===== config.mk =====
export PLATFORM = sky130hd
export DESIGN_NAME = instr_fetch
export DESIGN_NICKNAME = d
export VERILOG_FILES = /design/src/rtl/fetch_pkg.sv /design/src/rtl/instr_queue.sv /design/src/rtl/instr_fetch.sv
export SDC_FILE = /design/constraint.sdc
export NUM_CORES = 1
export LEC_CHECK = 0
export ABC_CLOCK_PERIOD_IN_PS = 4000
export CAP_MARGIN = 10
export CORE_UTILIZATION = 54
export CTS_BUF_LIST = sky130_fd_sc_hd__clkbuf_8 sky130_fd_sc_hd__clkbuf_16
export CTS_CLUSTER_DIAMETER = 120
export DETAILED_ROUTE_END_ITERATION = 8
export PLACE_DENSITY = 0.95
export SYNTH_ARGS = -nofsm -noshare
export SYNTH_HDL_FRONTEND = slang
export SYNTH_HIERARCHICAL = 1
export SYNTH_SLANG_ARGS = --single-unit
export TNS_END_PERCENT = 30

===== constraint.sdc =====
create_clock -name clk -period 4 [get_ports clk]
set_input_delay 0.4 -clock clk [delete_from_list [all_inputs] [get_ports clk]]
set_output_delay 0.4 -clock clk [all_outputs]
set_load 0.1 [all_outputs]

===== src/rtl/fetch_pkg.sv =====
// Shared types and constants for the instruction fetch unit.
// Holds the default widths, opcode classes, queue entry layout and fetch states.
package fetch_pkg;

    localparam int ADDR_W  = 8;
    localparam int INSTR_W = 8;

    // Opcode classes live in opcode1[7:4]; only OP_HALT matters to fetch.
    localparam logic [3:0] OP_NOP  = 4'h0;
    localparam logic [3:0] OP_LDI  = 4'h1;
    localparam logic [3:0] OP_LDM  = 4'h2;
    localparam logic [3:0] OP_ST   = 4'h3;
    localparam logic [3:0] OP_ADD  = 4'h8;
    localparam logic [3:0] OP_HALT = 4'hF;

    typedef struct packed {
        logic [INSTR_W-1:0] op1;
        logic [INSTR_W-1:0] op2;
        logic [ADDR_W-1:0]  pc;
    } fetch_entry_t;

    typedef enum logic {
        FETCH  = 1'b0,
        HALTED = 1'b1
    } fetch_state_t;

endpackage


===== src/rtl/instr_queue.sv =====
// Synchronous prefetch FIFO; a push into a full queue is accepted when a pop
// happens in the same cycle. Flush empties it without touching the storage.
module instr_queue #(
    parameter int  DEPTH   = 2,
    parameter type entry_t = fetch_pkg::fetch_entry_t
) (
    input  logic                       clk,
    input  logic                       reset,
    input  logic                       push,
    input  logic                       pop,
    input  logic                       flush,
    input  entry_t                     push_data,
    output entry_t                     head,
    output logic                       full,
    output logic                       empty,
    output logic [$clog2(DEPTH+1)-1:0] count
);
    import fetch_pkg::*;

    localparam int PW = $clog2(DEPTH);
    localparam int CW = $clog2(DEPTH + 1);

    entry_t          mem [DEPTH];
    logic [PW-1:0]   rd_ptr;
    logic [PW-1:0]   wr_ptr;
    logic            do_push;
    logic            do_pop;

    assign full    = (count == CW'(DEPTH));
    assign empty   = (count == '0);
    assign do_pop  = pop && !empty;
    assign do_push = push && (!full || do_pop);
    assign head    = mem[rd_ptr];

    always_ff @(posedge clk) begin
        if (reset || flush) begin
            rd_ptr <= '0;
            wr_ptr <= '0;
            count  <= '0;
        end else begin
            if (do_push) wr_ptr <= wr_ptr + PW'(1);
            if (do_pop)  rd_ptr <= rd_ptr + PW'(1);
            if (do_push && !do_pop)
                count <= count + CW'(1);
            else if (do_pop && !do_push)
                count <= count - CW'(1);
        end
    end

    // Storage is cleared on reset so the head reads as zero out of reset.
    always_ff @(posedge clk) begin
        if (reset) begin
            for (int i = 0; i < DEPTH; i++) mem[i] <= '0;
        end else if (do_push && !flush) begin
            mem[wr_ptr] <= push_data;
        end
    end

endmodule


===== src/rtl/instr_fetch.sv =====
// Instruction fetch unit: drives the program ROM, fills the prefetch queue and
// hands instructions to decode. Optional halt-opcode stop under FETCH_HALT_EN.
//
//   state  | meaning
//   FETCH  | PC advances by 2 and pushes whenever the queue has room
//   HALTED | halt opcode queued; PC frozen, queue still drains
module instr_fetch #(
    parameter int DEPTH  = 2,
    parameter int ADDR_W = fetch_pkg::ADDR_W
) (
    input  logic              clk,
    input  logic              reset,
    output logic [ADDR_W-1:0] rom_address,
    input  logic [7:0]        rom_data1,
    input  logic [7:0]        rom_data2,
    output logic              instr_valid,
    input  logic              instr_ready,
    output logic [7:0]        opcode1,
    output logic [7:0]        opcode2,
    output logic [ADDR_W-1:0] instr_pc,
    input  logic              redirect_valid,
    input  logic [ADDR_W-1:0] redirect_pc,
    output logic              halted
);
    import fetch_pkg::*;

    typedef struct packed {
        logic [INSTR_W-1:0] op1;
        logic [INSTR_W-1:0] op2;
        logic [ADDR_W-1:0]  pc;
    } entry_t;

    fetch_state_t                  state;
    logic [ADDR_W-1:0]             pc;
    entry_t                        push_entry;
    entry_t                        head;
    logic                          q_full;
    logic                          q_empty;
    logic [$clog2(DEPTH+1)-1:0]    count_unused;
    logic                          pop_req;
    logic                          push_req;

    assign instr_valid = !q_empty;
    assign pop_req     = instr_valid && instr_ready;
    assign push_req    = (state == FETCH) && (!q_full || pop_req);
    assign push_entry  = '{op1: rom_data1, op2: rom_data2, pc: pc};

    assign rom_address = pc;
    assign opcode1     = head.op1;
    assign opcode2     = head.op2;
    assign instr_pc    = head.pc;

    // Redirect discards whatever handshake happens in its own cycle.
    instr_queue #(
        .DEPTH   (DEPTH),
        .entry_t (entry_t)
    ) u_queue (
        .clk       (clk),
        .reset     (reset),
        .push      (push_req && !redirect_valid),
        .pop       (pop_req && !redirect_valid),
        .flush     (redirect_valid),
        .push_data (push_entry),
        .head      (head),
        .full      (q_full),
        .empty     (q_empty),
        .count     (count_unused)
    );

`ifdef FETCH_HALT_EN
    logic halted_q;
    assign halted = halted_q;
`else
    assign halted = 1'b0;
`endif

    always_ff @(posedge clk) begin
        if (reset) begin
            pc    <= '0;
            state <= FETCH;
`ifdef FETCH_HALT_EN
            halted_q <= 1'b0;
`endif
        end else if (redirect_valid) begin
            pc    <= {redirect_pc[ADDR_W-1:1], 1'b0};
            state <= FETCH;
`ifdef FETCH_HALT_EN
            halted_q <= 1'b0;
`endif
        end else if (push_req) begin
            pc <= pc + ADDR_W'(2);
`ifdef FETCH_HALT_EN
            if (rom_data1[7:4] == OP_HALT) begin
                state    <= HALTED;
                halted_q <= 1'b1;
            end
`endif
        end
    end

endmodule


== After elaboration in Yosys (flattened, before gate mapping) ==
Memories as Yosys holds them, arrays and structs flattened. A register that Yosys moved wholly into a read port is not among the register bits.
Index checks and enable logic that the tools add are counted.

* Register bits: 12
* Bits in writable memories: 48
* Bits of input ports: 28
* Output and inout bits: 34
* Logic and storage cells: 47
* Memories: 1

* $add $sub $neg: 5
* Equal/unequal tests: 1
* Muxes and demuxes: 14
* Reductions and logical operators: 21

{| class="wikitable"
|+ Memories
! memory !! depth !! bits a word !! read ports !! clocked after memory_dff !! write ports !! line !! RTL
|-
| u_queue.mem || 2 || 24 || 1 || 1 || 2 || instr_queue.sv:23 || <nowiki>entry_t mem [DEPTH];</nowiki>
|}

{| class="wikitable"
|+ Operators with widths
! kind !! number
|-
| $mux W24 || 1
|-
| $reduce_or A24 Y1 || 1
|-
| $mux W8 || 2
|-
| $mux W1 || 9
|-
| $add A8 B2 Y8 const B || 1
|-
| $logic_and A1 B1 Y1 || 8
|-
| $logic_not A1 Y1 || 5
|-
| $mux W2 || 2
|-
| $reduce_bool A2 Y1 || 2
|-
| $logic_or A1 B1 Y1 || 3
|-
| $add A1 B1 Y1 const B || 2
|-
| $add A2 B1 Y2 const B || 1
|-
| $eq A2 B2 Y1 const B || 1
|-
| $logic_not A2 Y1 || 1
|-
| $reduce_or A2 Y1 || 1
|-
| $sub A2 B1 Y2 const B || 1
|}

== Logic depth before layout (Yosys ltp) ==
Gate-level depths: netlist (run 1).

* Word-level depth: 13
* Mapped depth: 10
* Depth with buffers taken out: 9

== Modules after synthesis ==
Netlist (run 1), hierarchy kept.

{| class="wikitable"
|+ By module, submodules not included
! module !! times used !! cells each !! area an instance (µm²) !! sequential area each (µm²)
|-
| instr_queue || 1 || 154 || 2,331.0 || 1,541.5
|-
| instr_fetch || 1 || 53 || 459.2 || 140.1
|}

== Worst setup path after synthesis (run 1) ==
No wires, ideal clock.

* Path type: register to register
* Start point: reg u_queue.count[0]
* End point: mem u_queue/mem[0][0] in the netlist's numbering (enable)
* Library setup time: 0.382 ns
* Arrival time: 1.904 ns
* Data required time: 3.618 ns
* Path slack: 1.715 ns
* Stages on the path, launching flop included: 8
* Path buffers: 1
* Period minus slack after synthesis: 2.285 ns
* Cells stage by stage: dfxtp_1 -> nor2_1 -> nand2b_4 -> buf_6 -> nor2_1 -> nor3b_2 -> and4bb_2 -> or2_1

{| class="wikitable"
|+ RTL lines
! item !! line !! RTL
|-
| start: declaration || instr_queue.sv:16 || <nowiki>output logic [$clog2(DEPTH+1)-1:0] count</nowiki>
|-
| start signal: assignment || instr_queue.sv:44 || <nowiki>count <= count + CW'(1);</nowiki>
|-
| start signal: assignment || instr_queue.sv:46 || <nowiki>count <= count - CW'(1);</nowiki>
|-
| end: declaration || instr_queue.sv:23 ||
|}

==> run_summary.xml, run 1 <==
<?xml version="1.0" encoding="UTF-8"?>
<metrics>
  <group name="outcome">
    <metric name="run_status" unit="">finished, final reports clean</metric>
  </group>
  <group name="hold_path">
    <metric name="min-delay-start" unit="">u_queue/rd_ptr</metric>
    <metric name="hold_class" unit="">reg -&gt; reg</metric>
  </group>
  <group name="die">
    <metric name="number_of_standard_cell_rows_in_the_floorplan" unit="">25</metric>
    <metric name="boundaryPins" unit="">62</metric>
    <metric name="die_height" unit="um">73.9</metric>
    <metric name="start_util" unit="">0.575</metric>
    <metric name="core-area" unit="mm^2">0.00485</metric>
    <metric name="die_x" unit="um">73.9</metric>
    <metric name="floorplan.die_area" unit="mm^2">0.00546</metric>
  </group>
  <group name="layout">
    <metric name="multiInputGateArea" unit="mm^2">0.00102</metric>
    <metric name="layout-area-overhead-vs-synth" unit="%">25.4</metric>
    <metric name="seq_area" unit="mm^2">0.00168</metric>
    <metric name="layout-drive-gt1-share" unit="">0.250</metric>
    <metric name="finish.net_count" unit="">301</metric>
    <metric name="mostFrequentLayoutCells" unit="">and2_1 (48), edfxtp_1 (48), clkdlybuf4s50_1 (34)</metric>
    <metric name="antennaDiodeCount" unit="">0</metric>
    <metric name="final_non_filler_cells" unit="">343</metric>
    <metric name="filler_cell_count" unit="">356</metric>
  </group>
  <group name="detailed_routing">
    <metric name="drtAntennaViolNets" unit="">0</metric>
    <metric name="drt-vias-per-instance" unit="">5.06</metric>
    <metric name="num_vias" unit="">1735</metric>
    <metric name="total_wirelength_of_the_detailed_routed_design" unit="um">4870</metric>
    <metric name="dr.first_iter.drc_count" unit="">93</metric>
    <metric name="drc" unit="">0</metric>
    <metric name="drt_pass1_iterations" unit="">4</metric>
    <metric name="wire_per_inst" unit="um">14.2</metric>
  </group>
  <group name="cts">
    <metric name="cts_tree" unit="">built</metric>
    <metric name="cts_resized" unit="">0</metric>
    <metric name="cts.root.buffer_cell" unit="">clkbuf_8</metric>
    <metric name="clk_path_buf_depth" unit="">2</metric>
    <metric name="cts.clk_slew.worst_paths" unit="ns">0.06</metric>
    <metric name="sinks_on_clock_net" unit="">60</metric>
    <metric name="insertion_delay" unit="ns">0.33</metric>
    <metric name="cts-buffers-inserted" unit="">9</metric>
    <metric name="postCtsHoldBufs" unit="">0</metric>
    <metric name="htree_levels" unit="">3</metric>
    <metric name="post-cts-setup-buffers" unit="">0</metric>
  </group>
  <group name="critical_path">
    <metric name="crit_cells" unit="">6</metric>
    <metric name="cp_data_required_time" unit="ns">4.02</metric>
    <metric name="cp_max_fo" unit="">25</metric>
    <metric name="buffer_and_inverter_count_on_the_worst_path" unit="">3</metric>
    <metric name="critical_path.top_delay_family" unit="">buffers and inverters</metric>
    <metric name="worstReg2RegEnd" unit="">u_queue/mem[1][20]</metric>
    <metric name="timing.critical_path.from_type" unit="">input port</metric>
    <metric name="worstPathArrival" unit="ns">2.69</metric>
    <metric name="path_class" unit="">in -&gt; reg</metric>
    <metric name="rrSetupSlack" unit="ns">1.42</metric>
    <metric name="cell_at_the_slowest_stage_of_the_critical_path" unit="">clkdlybuf4s50_1</metric>
    <metric name="timing.critical_path.from" unit="">redirect_valid</metric>
    <metric name="critPathMaxStageDelay" unit="ns">0.57</metric>
    <metric name="rr_worst_depth" unit="">6</metric>
    <metric name="r2r_start" unit="">u_queue/count[1]</metric>
    <metric name="endpoint" unit="">u_queue/mem[1][20]</metric>
    <metric name="cell_chain_of_the_critical_path" unit="">clkdlybuf4s50_1 -&gt; or3b_4 -&gt; nor3b_4 -&gt; buf_4 -&gt; or2_1 -&gt; buf_4</metric>
    <metric name="critical_path.endpoint_type" unit="">register</metric>
    <metric name="most_used_cell_along_the_critical_path" unit="">buf_4</metric>
  </group>
  <group name="synthesis">
    <metric name="ys_ff_latch" unit="">60</metric>
    <metric name="ys_dominant_reg_cell" unit="">edfxtp_1</metric>
    <metric name="average_footprint_of_a_synthesized_cell" unit="um^2">13.5</metric>
    <metric name="synth_sequential_area_ratio" unit="">0.603</metric>
    <metric name="synth-edff-count" unit="">48</metric>
    <metric name="synthArstFlopShare" unit="">0</metric>
    <metric name="synth_cell_type_count" unit="">35</metric>
    <metric name="synth.cell_area" unit="mm^2">0.00279</metric>
    <metric name="netlist_instances" unit="">207</metric>
    <metric name="synthesis.yosys.warnings" unit="">6</metric>
  </group>
  <group name="power_and_ir_drop">
    <metric name="clock_power_share" unit="">0.287</metric>
    <metric name="cellInternalPower" unit="mW">1.01</metric>
    <metric name="switching_power" unit="uW">460</metric>
    <metric name="ir_worst_vdd" unit="uV">224</metric>
    <metric name="power.combinational.fraction" unit="">0.218</metric>
    <metric name="swShare" unit="">0.314</metric>
    <metric name="powerDensity" unit="mW/mm^2">419</metric>
    <metric name="power_leakage" unit="nW">1.36</metric>
    <metric name="sequential_group_share_of_total_power" unit="">0.495</metric>
  </group>
  <group name="placed_design">
    <metric name="dp_cell_count" unit="">327</metric>
    <metric name="routability_congestion_estimate_from_global_placement" unit="">0.727</metric>
    <metric name="place.detailed.hpwl" unit="um">3200</metric>
    <metric name="port_buffers" unit="">58</metric>
  </group>
  <group name="sta">
    <metric name="worst_hold_slack" unit="ns">0.559</metric>
    <metric name="hold_violations" unit="">0</metric>
    <metric name="drv_slew" unit="">0</metric>
    <metric name="max_clock_freq" unit="MHz">374</metric>
    <metric name="period_share" unit="">0.668</metric>
    <metric name="layout_min_cycle_time" unit="ns">2.67</metric>
    <metric name="worst_pin_slew" unit="ns">1.09</metric>
    <metric name="grt_setup_unrepaired" unit="">no</metric>
    <metric name="worst_clock_skew" unit="ns">0.00525</metric>
    <metric name="timing.max_slew.rel_slack" unit="">0.273</metric>
    <metric name="tns" unit="ns">0</metric>
    <metric name="final-setup-viol-count" unit="">0</metric>
  </group>
  <group name="global_routing">
    <metric name="grt_pass1_wl" unit="um">7830</metric>
    <metric name="grt_remaining_overflow" unit="">0</metric>
    <metric name="grtUsageTotal" unit="">0.202</metric>
    <metric name="grt_max_degree" unit="">27</metric>
    <metric name="antenna_found_initial" unit="">0</metric>
    <metric name="grt_pass1_vias" unit="">1677</metric>
  </group>
  <group name="run">
    <metric name="drv.max_cap_violation_count" unit="">0</metric>
  </group>
</metrics>
[synth_stat cells, types with 3 or more instances]
| cell | instances | area (um^2) |
|---|---|---|
| nand2_1 | 3 | 11.3 |
| edfxtp_1 | 48 | 1440 |
| inv_1 | 4 | 15.0 |
| dfxtp_1 | 12 | 240 |
| nor2_1 | 8 | 30.0 |
| and2_1 | 48 | 300 |
| buf_2 | 4 | 20.0 |
| nand3_1 | 4 | 20.0 |
| buf_6 | 4 | 45.0 |
| mux2_2 | 24 | 270 |
| a21oi_1 | 5 | 25.0 |
| xor2_1 | 3 | 26.3 |
| nor3_1 | 3 | 15.0 |
| xnor2_1 | 6 | 52.6 |
| a211oi_1 | 4 | 30.0 |
[final cells by class]
type / count / area share
clock inverter: 7 / 0.00787
clock buffer: 9 / 0.0354
timing repair buffer: 62 / 0.157
multi-input combinational: 134 / 0.291
tap: 67 / 0.0240
inverter: 4 / 0.00429
sequential: 60 / 0.481
[registers in the layout (all words and copies together) (netlist names), named ones only]
register	count
u_queue/rd_ptr	1
rom_address	7
u_queue/count	2
u_queue/mem	48
u_queue/wr_ptr	1
[tightest hold or removal path, cell delays in order, from the launching register on]
cell	delay, ns
dfxtp_1	0.32
xor2_1	0.08
nor3_1	0.11
[power by group through the flow]
stage / combinational [mW] / sequential, mW / clock (mW)
floorplan: 0.203 / 0.774 / 0
global placement: 0.317 / 0.736 / 0
detailed placement: 0.320 / 0.739 / 0
CTS: 0.321 / 0.726 / 0.431
global route: 0.334 / 0.729 / 0.455
finish: 0.319 / 0.725 / 0.421
[cell families after synthesis]
| family | count (synthesis) | synth area share |
|---|---|---|
| xor gates and xnor gates | 9 | 0.0283 |
| muxes | 24 | 0.0969 |
| adders and majority gates | 2 | 0.00897 |
| and+or+nand+nor | 77 | 0.174 |
| buffers and inverters | 16 | 0.0368 |
| AOI/OAI and AO/OA | 18 | 0.0516 |
| DFF | 60 | 0.603 |
| other | 1 | 0.00134 |
[routing by layer]
layer  share of wire  GRT usage  wire [um]
met5               0          0          0
met4           0.020      0.105         95
met3           0.047     0.0617        230
met2            0.51      0.339       2480
met1            0.42      0.232       2060
[stage by stage]
stage	worst slack, ns	power [mW]	utilization	cell area, um^2
6_report	1.33	1.47	0.722	3500
5_1_grt	1.14	1.52	0.722	3500
4_1_cts	1.29	1.48	0.722	3500
3_5_place_dp	0.945	1.06	0.691	3350
3_3_place_gp	1.03	1.05	0.691	3350
2_1_floorplan	1.71	0.977	-	2800
[worst min-delay path by stage]
stage,cells after the start,to,slack [ns]
after detailed placement,2,u_queue/count[1],0.54
final,2,u_queue/rd_ptr,0.56
after global placement,2,u_queue/count[1],0.52
after CTS,2,u_queue/count[1],0.55
after global routing,2,register,0.57
after floorplan,1,rom_address[2],0.47
Note: power is estimated with default switching activity, not from simulation.
==> run 2: changes to the inputs <==
Settings changed: ABC_CLOCK_PERIOD_IN_PS 4000 to 2450, CORE_UTILIZATION 54 to 45, PLACE_DENSITY 0.95 to 0.85.
Clock period 4 ns to 2.45 ns, I/O delays scaled along.
==> run_summary.xml, run 2 (same netlist as run 1, synthesis figures left out) <==
<?xml version="1.0" encoding="UTF-8"?>
<metrics>
  <group name="run">
    <metric name="drv.max_cap_violation_count" unit="">0</metric>
  </group>
  <group name="sta">
    <metric name="hold_violations" unit="">0</metric>
    <metric name="period_share" unit="">0.844</metric>
    <metric name="worst_clock_skew" unit="ns">0.00294</metric>
    <metric name="tns" unit="ns">0</metric>
    <metric name="drv_slew" unit="">0</metric>
    <metric name="layout_min_cycle_time" unit="ns">2.07</metric>
    <metric name="postLayoutSetupSlackWorst" unit="ns">0.382</metric>
    <metric name="final-setup-viol-count" unit="">0</metric>
    <metric name="grt_setup_unrepaired" unit="">no</metric>
    <metric name="max_clock_freq" unit="MHz">483</metric>
  </group>
  <group name="power_and_ir_drop">
    <metric name="power_leakage" unit="nW">1.53</metric>
    <metric name="sequential_group_share_of_total_power" unit="">0.436</metric>
    <metric name="swShare" unit="">0.290</metric>
    <metric name="clock_power_share" unit="">0.339</metric>
    <metric name="ir_worst_vdd" unit="uV">431</metric>
    <metric name="powerDensity" unit="mW/mm^2">695</metric>
    <metric name="cellInternalPower" unit="mW">1.93</metric>
    <metric name="switching_power" unit="uW">787</metric>
    <metric name="total_power" unit="mW">2.72</metric>
    <metric name="power.combinational.fraction" unit="">0.224</metric>
  </group>
  <group name="layout">
    <metric name="finish.net_count" unit="">306</metric>
    <metric name="antennaDiodeCount" unit="">0</metric>
    <metric name="filler_cell_count" unit="">430</metric>
    <metric name="layout-drive-gt1-share" unit="">0.306</metric>
    <metric name="layout-area-overhead-vs-synth" unit="%">40.0</metric>
    <metric name="final_core_utilization" unit="">0.656</metric>
    <metric name="largest_reg_flops" unit="">48</metric>
    <metric name="seq_area" unit="mm^2">0.00168</metric>
    <metric name="max_flop_register" unit="">u_queue/mem</metric>
    <metric name="mostFrequentLayoutCells" unit="">and2_1 (48), edfxtp_1 (48), clkdlybuf4s50_1 (26), buf_12 (26), mux2_2 (24)</metric>
    <metric name="multiInputGateArea" unit="mm^2">0.00102</metric>
  </group>
  <group name="global_routing">
    <metric name="grtUsageTotal" unit="">0.173</metric>
    <metric name="grt.met3_usage" unit="">0.0697</metric>
    <metric name="antenna_found_initial" unit="">0</metric>
    <metric name="grt_remaining_overflow" unit="">0</metric>
    <metric name="grt_max_degree" unit="">26</metric>
    <metric name="gr-usage-met2" unit="">0.294</metric>
    <metric name="grt_pass1_vias" unit="">1706</metric>
    <metric name="gr-max-usage-layer" unit="">met2</metric>
    <metric name="grt_pass1_wl" unit="um">7990</metric>
    <metric name="grtUsageMet1" unit="">0.191</metric>
  </group>
  <group name="detailed_routing">
    <metric name="num_vias" unit="">1764</metric>
    <metric name="dr.first_iter.drc_count" unit="">68</metric>
    <metric name="drc" unit="">0</metric>
    <metric name="total_wirelength_of_the_detailed_routed_design" unit="um">5110</metric>
    <metric name="wire_per_inst" unit="um">14.4</metric>
    <metric name="drt-vias-per-instance" unit="">4.96</metric>
    <metric name="drtAntennaViolNets" unit="">0</metric>
    <metric name="drt_pass1_iterations" unit="">4</metric>
  </group>
  <group name="placed_design">
    <metric name="pre_cts_ws" unit="ns">0.249</metric>
    <metric name="routability_congestion_estimate_from_global_placement" unit="">0.794</metric>
    <metric name="port_buffers" unit="">58</metric>
    <metric name="place.detailed.hpwl" unit="um">3390</metric>
  </group>
  <group name="critical_path">
    <metric name="critPathMaxStageDelay" unit="ns">0.37</metric>
    <metric name="critical_path.top_delay_family" unit="">simple AND/OR/NAND/NOR gates</metric>
    <metric name="cell_at_the_slowest_stage_of_the_critical_path" unit="">dfxtp_1</metric>
    <metric name="buffer_and_inverter_count_on_the_worst_path" unit="">0</metric>
    <metric name="most_used_cell_along_the_critical_path" unit="">nor2_1</metric>
    <metric name="timing.critical_path.from_type" unit="">register</metric>
    <metric name="cell_chain_of_the_critical_path" unit="">nor2_1 -&gt; nand2b_4 -&gt; nor2_1 -&gt; nor3b_2 -&gt; nor2b_1 -&gt; ha_1 -&gt; or3_1 -&gt; a21boi_0</metric>
    <metric name="path_class" unit="">reg -&gt; reg</metric>
    <metric name="worstPathArrival" unit="ns">2.33</metric>
    <metric name="cp_max_fo" unit="">9</metric>
    <metric name="cp_data_required_time" unit="ns">2.71</metric>
    <metric name="critical_path.endpoint_type" unit="">register</metric>
  </group>
  <group name="die">
    <metric name="die_height" unit="um">80.7</metric>
    <metric name="start_util" unit="">0.468</metric>
    <metric name="floorplan.die_area" unit="mm^2">0.00652</metric>
    <metric name="die_x" unit="um">80.7</metric>
    <metric name="boundaryPins" unit="">62</metric>
    <metric name="number_of_standard_cell_rows_in_the_floorplan" unit="">28</metric>
    <metric name="core-area" unit="mm^2">0.00596</metric>
  </group>
  <group name="cts">
    <metric name="clk_path_buf_depth" unit="">2</metric>
    <metric name="htree_levels" unit="">3</metric>
    <metric name="cts.root.buffer_cell" unit="">clkbuf_8</metric>
    <metric name="sinks_on_clock_net" unit="">60</metric>
    <metric name="cts-buffers-inserted" unit="">9</metric>
    <metric name="cts_resized" unit="">0</metric>
    <metric name="insertion_delay" unit="ns">0.33</metric>
    <metric name="cts.clk_slew.worst_paths" unit="ns">0.06</metric>
    <metric name="cts_tree" unit="">built</metric>
    <metric name="post-cts-setup-buffers" unit="">0</metric>
    <metric name="postCtsHoldBufs" unit="">0</metric>
  </group>
  <group name="outcome">
    <metric name="run_status" unit="">finished, final reports clean</metric>
  </group>
  <group name="hold_path">
    <metric name="hold_class" unit="">in -&gt; reg</metric>
  </group>
</metrics>
run 2: worst min-delay path, cell delays in order:
cell and delay (ns):
clkdlybuf4s50_1 0.40, nand3b_1 0.08, o31ai_1 0.06
run 2: worst paths after layout:
path	from	end	slack, ns	cells past startpoint
max reg2reg	u_queue/count[0]	u_queue/count[1]	0.38	8
max	u_queue/count[0]	u_queue/count[1]	0.38	8
min reg2reg	u_queue/count[1]	u_queue/count[1]	0.53	2
min	redirect_pc[1]	rom_address[1]	0.49	3
run 2: layout make-up:
| type | count | share of cell area |
|---|---|---|
| repair buffers | 67 | 0.229 |
| multi-input cells | 134 | 0.260 |
| clock buffers | 9 | 0.0317 |
| flip-flops and latches | 60 | 0.430 |
| clock inverters | 7 | 0.0211 |
| inverters | 4 | 0.00384 |
| well taps | 75 | 0.0240 |
run 2: metal layers:
layer	wire length, um	up-vias
met3	301	6
met2	2570	54
li1	-	866
met4	71	0
met5	0	-
met1	2170	838
run 2: power by group through the flow:
stage | registers [mW] | clock network [mW] | logic (mW)
4_1_cts | 1.19 | 0.950 | 0.615
3_3_place_gp | 1.20 | 0 | 0.606
2_1_floorplan | 1.26 | 0 | 0.332
3_5_place_dp | 1.21 | 0 | 0.613
6_report | 1.19 | 0.921 | 0.610
5_1_grt | 1.19 | 0.990 | 0.633
run 2: stage by stage:
| stage | instance area (um^2) | hold slack (ns) | instances |
|---|---|---|---|
| after floorplan | 2800 | 0.317 | 210 |
| after global placement | 3700 | 0.522 | 340 |
| after detailed placement | 3700 | 0.525 | 340 |
| after CTS | 3910 | 0.473 | 356 |
| after global routing | 3910 | 0.494 | 356 |
| final | 3910 | 0.490 | 356 |
